File: src/rtl/etapa_id_ex.sv
// ID/EX pipeline register with load-use bubble insertion, branch flush and external freeze.
// Optional macro DETECCION_CARGA_EN builds the load-use detector and its FSM/counter.
module etapa_id_ex #(
  parameter int DATA_W         = 32,
  parameter int REG_W          = 4,
  parameter int CARGA_BURBUJAS = 2
) (
  input  logic              clk,
  input  logic              rst,
  input  logic              id_valid,
  input  logic [REG_W-1:0]  id_rp,
  input  logic [REG_W-1:0]  id_rs,
  input  logic [REG_W-1:0]  id_rg,
  input  logic              id_usa_rp,
  input  logic              id_usa_rs,
  input  logic              id_prohib,
  input  logic              id_lee_mem,
  input  logic [1:0]        id_selop_a,
  input  logic [1:0]        id_selop_b,
  input  logic [DATA_W-1:0] id_dato_a,
  input  logic [DATA_W-1:0] id_dato_b,
  input  logic [DATA_W-1:0] id_inm,
  input  logic [7:0]        id_ctrl,
  input  logic              salto_tomado,
  input  logic              stall_ext,
  output logic              valid_exe,
  output logic              prohib_exe,
  output logic              lee_mem_exe,
  output logic [REG_W-1:0]  RP_exe,
  output logic [REG_W-1:0]  RS_exe,
  output logic [REG_W-1:0]  RG_exe,
  output logic [1:0]        SelOp_A_exe,
  output logic [1:0]        SelOp_B_exe,
  output logic [DATA_W-1:0] dato_a_exe,
  output logic [DATA_W-1:0] dato_b_exe,
  output logic [DATA_W-1:0] inm_exe,
  output logic [7:0]        ctrl_exe,
  output logic              stall_id
);

  logic cargar;
  logic burbuja;

`ifdef DETECCION_CARGA_EN
  // estado | meaning
  // LIBRE  | normal capture; load-use hazard checked against EX
  // ESPERA | bubbles pending while the load drains, counted by cnt
  typedef enum logic {LIBRE = 1'b0, ESPERA = 1'b1} estado_t;

  localparam logic [2:0] CNT_INI = 3'(CARGA_BURBUJAS - 1);

  estado_t    estado, estado_n;
  logic [2:0] cnt, cnt_n;
  logic       riesgo;

  assign riesgo = valid_exe & lee_mem_exe & ~prohib_exe & id_valid &
                  ((id_usa_rp & (RG_exe == id_rp)) | (id_usa_rs & (RG_exe == id_rs)));

  always_ff @(posedge clk) begin
    estado <= estado_n;
    cnt    <= cnt_n;
  end

  always_comb begin
    estado_n = estado;
    cnt_n    = cnt;
    cargar   = 1'b0;
    burbuja  = 1'b0;
    stall_id = stall_ext;
    if (rst) begin
      burbuja  = 1'b1;
      estado_n = LIBRE;
      cnt_n    = 3'd0;
    end else if (stall_ext) begin
      cargar = 1'b0;
    end else if (salto_tomado) begin
      burbuja  = 1'b1;
      estado_n = LIBRE;
      cnt_n    = 3'd0;
    end else if (estado == ESPERA) begin
      // riesgo is deliberately ignored here; the counter alone tracks the load
      burbuja  = 1'b1;
      stall_id = 1'b1;
      cnt_n    = cnt - 3'd1;
      if (cnt == 3'd1) estado_n = LIBRE;
    end else if (riesgo) begin
      burbuja  = 1'b1;
      stall_id = 1'b1;
      cnt_n    = CNT_INI;
      estado_n = (CNT_INI != 3'd0) ? ESPERA : LIBRE;
    end else if (id_valid) begin
      cargar = 1'b1;
    end else begin
      burbuja = 1'b1;
    end
  end
`else
  // Without detection, load-use spacing is left to software.
  logic unused_cfg;
  assign unused_cfg = &{1'b0, id_usa_rp, id_usa_rs, 3'(CARGA_BURBUJAS)};
  assign stall_id   = stall_ext;

  always_comb begin
    cargar  = 1'b0;
    burbuja = 1'b0;
    if (rst) begin
      burbuja = 1'b1;
    end else if (stall_ext) begin
      cargar = 1'b0;
    end else if (salto_tomado) begin
      burbuja = 1'b1;
    end else if (id_valid) begin
      cargar = 1'b1;
    end else begin
      burbuja = 1'b1;
    end
  end
`endif

  // Neither cargar nor burbuja means hold (external freeze).
  always_ff @(posedge clk) begin
    if (burbuja) begin
      valid_exe   <= 1'b0;
      prohib_exe  <= 1'b1;
      lee_mem_exe <= 1'b0;
      RP_exe      <= '0;
      RS_exe      <= '0;
      RG_exe      <= '0;
      SelOp_A_exe <= 2'b00;
      SelOp_B_exe <= 2'b00;
      dato_a_exe  <= '0;
      dato_b_exe  <= '0;
      inm_exe     <= '0;
      ctrl_exe    <= 8'h00;
    end else if (cargar) begin
      valid_exe   <= id_valid;
      prohib_exe  <= id_prohib;
      lee_mem_exe <= id_lee_mem;
      RP_exe      <= id_rp;
      RS_exe      <= id_rs;
      RG_exe      <= id_rg;
      SelOp_A_exe <= id_selop_a;
      SelOp_B_exe <= id_selop_b;
      dato_a_exe  <= id_dato_a;
      dato_b_exe  <= id_dato_b;
      inm_exe     <= id_inm;
      ctrl_exe    <= id_ctrl;
    end
  end

endmodule

File: config.mk
export PLATFORM = sky130hd
export DESIGN_NAME = etapa_id_ex
export DESIGN_NICKNAME = d
export VERILOG_FILES = /design/src/rtl/etapa_id_ex.sv
export SDC_FILE = /design/constraint.sdc
export NUM_CORES = 1
export LEC_CHECK = 0
export BUFFER_PORTS_ARGS = -buffer_cell sky130_fd_sc_hd__buf_4
export CAP_MARGIN = 15
export CORE_ASPECT_RATIO = 1.1
export CORE_MARGIN = 2
export CORE_UTILIZATION = 46
export CTS_BUF_LIST = sky130_fd_sc_hd__clkbuf_4 sky130_fd_sc_hd__clkbuf_8 sky130_fd_sc_hd__clkbuf_16
export DETAILED_ROUTE_END_ITERATION = 10
export GPL_TIMING_DRIVEN = 0
export PLACE_DENSITY = 0.8
export SYNTH_ARGS = -nofsm -noshare
export SYNTH_HDL_FRONTEND = slang
export SYNTH_SLANG_ARGS = --single-unit
File: constraint.sdc
create_clock -name clk -period 1.4 [get_ports clk]
set_clock_uncertainty 0.15 [all_clocks]
set_input_delay 0.07 -clock clk [delete_from_list [all_inputs] [get_ports clk]]
set_output_delay 0.07 -clock clk [all_outputs]
set_load 0.05 [all_outputs]
### After elaboration in Yosys (flattened, before gate mapping)

Index checks and enable logic that the tools add are counted.

* register bits: 123
* latch bits: 0
* bits in writable memories: 0
* ROM bits: 0
* input port bits: 129
* output and inout bits: 124
* memories kept: 0

* $add $sub $neg: 0
* $mul: 0
* divide/modulo/power cells: 0
* order comparisons: 0
* equal/unequal tests: 0
* shifts and indexed selects: 0
* muxes and demuxes: 8
* bitwise operators: 0
* reduce and logical (&&, ||, !) cells: 0

Operator list (count)
* $mux W1: 8

### Depth between registers and ports, before layout

* depth after elaboration: 4
* gate-level depth with buffers: 5
* mapped depth without buffers: 2

### Least setup slack after synthesis

OpenSTA, ideal clock, no wires.

* path kind: register -> register
* start: reg RG_exe[3] (netlist name)
* end: reg RG_exe[3]
* library setup time: 0.070 ns
* arrival time: 0.827 ns
* data required time: 1.180 ns
* setup slack: 0.353 ns
* cell stages (with the launch flop): 3
* cell sequence: dfxtp_1 > nand2_1 > a21oi_1

RTL lines
* end signal, assigned: RTL line 141 `RG_exe <= id_rg;`
* end, declared: RTL line 31 `output logic [REG_W-1:0] RG_exe,`

==> run metrics <==
status=complete, but fails checks; failing checks=setup timing; Max-Slew Margin vs Limit=54.0%; most frequent cells in the layout=249 x buf_4, 161 x dlygate4sd3_1, 123 x dfxtp_1; Max IR drop VDD=0.801 mV; First-pass DRT Iterations=5; Layout fillers=513; Cells after DPL=953; # nets final=1117; Initial Util=47.5%; kind of critical path=in2reg; P_leak=3.79 nW; Worst-path clk slew=0.07 ns; die area=12200 um^2; Net Sw Power=0.00252 W; PwrDens=1040 nW/um^2; final setup vio count=2; total gr overflow=0; Antenna Cells=0; Placer Congestion=0.839; WL/cell=21.1 um; # Max-Cap Violations=0; HPWL Detailed=12.5 mm; sequential share of power=36.8%; post-synthesis sequential area ratio=47.1%; crit path launch type=input pin; Logic pwr share=17.2%; antenna violations before repair=0; port bufs=246; pin count of the biggest net entering global routing=17; Post-Syn Area=5230 um^2; Yosys warning total=0; Distinct cells, synth=12; CTS root buf=clkbuf_16; P&R area growth vs syn=82.8%; Int Power=0.00739 W; Tot Pwr=0.00991 W; H-tree depth=4; Finished Layout Cells=1147; CTS tree=done; GRT Util Overall=38.7%; switching share of total power=25.5%; setup ws final=-0.0240 ns; Final Slew Violations=0; Clk pwr share=46.0%; commonest non-fill, non-tap cell in the layout=buf_4; Worst Path Required=1.59 ns; layout cell share with drive strength beyond 1=32.5%; Antenna Nets Post-Route=0; Iteration-0 DRC Markers=498; Crit path arrival time=1.62 ns; Inserted Clock Buffers=17; Critical Path Fanout Max=1; area of the multi-input gates=2510 um^2; crit share post-route=102%; routed via count=6620; total routed wirelength=24.2 mm; Avg Cell Area, Syn=9.34 um^2; clk sinks=123; CORE AREA=11000 um^2; post-layout min period=1.42 ns; Die W=106 um; fmax=702 MHz; io pins=253; hold crit path type=in2reg; vias in the first global route=7000; DR vias/cell=5.77; worst-skew pair later-pin latency=0.40 ns; Mapped Cells=560; Worst Setup End Kind=register; Yosys reg bits=123; CTS max path bufs=2; syn nets=689; die height=116 um; first-pass GRT wire length=36.6 mm; Core Rows=40; Worst-Margin Slew=0.690 ns; register area=2460 um^2; Residual DRC=0; Hold Violations, Final=0
cell families (layout without fill, tap and decap cells):
| family | count (synthesis) | after routing | synth area share, % |
|---|---|---|---|
| AND/OR/NAND/NOR | 246 | 246 | 35.3 |
| AO/OA/AOI/OAI | 123 | 123 | 11.8 |
| flip-flops | 123 | 123 | 47.1 |
| buffers and inverters | 68 | 508 | 5.84 |
power by group through the flow:
| stage | registers, W | clock network, W | logic (W) |
|---|---|---|---|
| floorplan | 0.00400 | 0 | 0.000438 |
| global placement | 0.00371 | 0 | 0.00125 |
| detailed placement | 0.00371 | 0 | 0.00128 |
| CTS | 0.00364 | 0.00449 | 0.00161 |
| global route | 0.00365 | 0.00472 | 0.00177 |
| finish | 0.00365 | 0.00456 | 0.00170 |
stage by stage:
stage / area [um^2] / utilization, % / setup TNS [ns] / hold slack, ns / setup slack [ns]
CTS: 9600 / 87.2 / 0 / 0.00381 / 0.0440
floorplan: 5230 / - / 0 / 0.0883 / 0.353
global route: 9560 / 86.8 / -0.0251 / 0.0395 / -0.0171
global placement: 7260 / 65.9 / 0 / 0.189 / 0.135
finish: 9560 / 86.8 / -0.0241 / 0.0142 / -0.0240
detailed placement: 7260 / 65.9 / 0 / 0.219 / 0.113
final cells by class:
type	count	area share (%)
tap	147	1.92
clock buffer	24	5.13
clock inverter	7	1.20
buffer	68	3.26
sequential	123	25.8
multi-input combinational	369	26.3
timing repair buffer	409	36.4
flip-flops by register name, indices dropped and copies added, names as in the netlist:
register / cells
inm_exe: 32
RG_exe: 4
SelOp_B_exe: 2
SelOp_A_exe: 2
dato_a_exe: 32
valid_exe: 1
RS_exe: 4
RP_exe: 4
ctrl_exe: 8
lee_mem_exe: 1
prohib_exe: 1
dato_b_exe: 32
Yosys cell counts (all sizes together):
cell type    n  area share (%)
dfxtp      123              47
a21oi      122              12
nand2      122             8.8
nand4bb    121              26
clkbuf      39             2.8
buf         29             3.0
nor2b        1            0.12
nor4b        1            0.17
o21bai       1            0.14
or3b         1            0.17
routing by layer:
layer  GRT usage, %  vias to the layer above  wire [um]
met3           11.8                      116       2140
met4           20.9                        0       1200
met2           71.3                      484      12400
met5              0                        -          0
met1           39.4                     3146       8440
li1               -                     2874          -
what timing repair did:
| action | in CTS | in global routing |
|---|---|---|
| hold endpoints to repair | 123 | 1 |
| setup buffers | 0 | 0 |
| setup endpoints to repair | 0 | 32 |
| gates resized for setup | 0 | 26 |
| hold buffers | 173 | 2 |
path summary, 6_finish.rpt:
kind / slack, ns / cells past startpoint / start / to
setup / recovery: -0.02 / 5 / id_ctrl[3] / ctrl_exe[3]
hold / removal: 0.01 / 3 / id_valid / inm_exe[3]
setup reg to reg: 0.48 / 2 / inm_exe[16] / inm_exe[16]
hold reg to reg: 0.30 / 2 / valid_exe / valid_exe
critical path: stages:
cell and delay, ns:
dlygate4sd3_1 0.53, buf_4 0.10, nand4bb_1 0.10, dlygate4sd3_1 0.64, a21oi_2 0.18
Power figures use the tool's default switching activity.
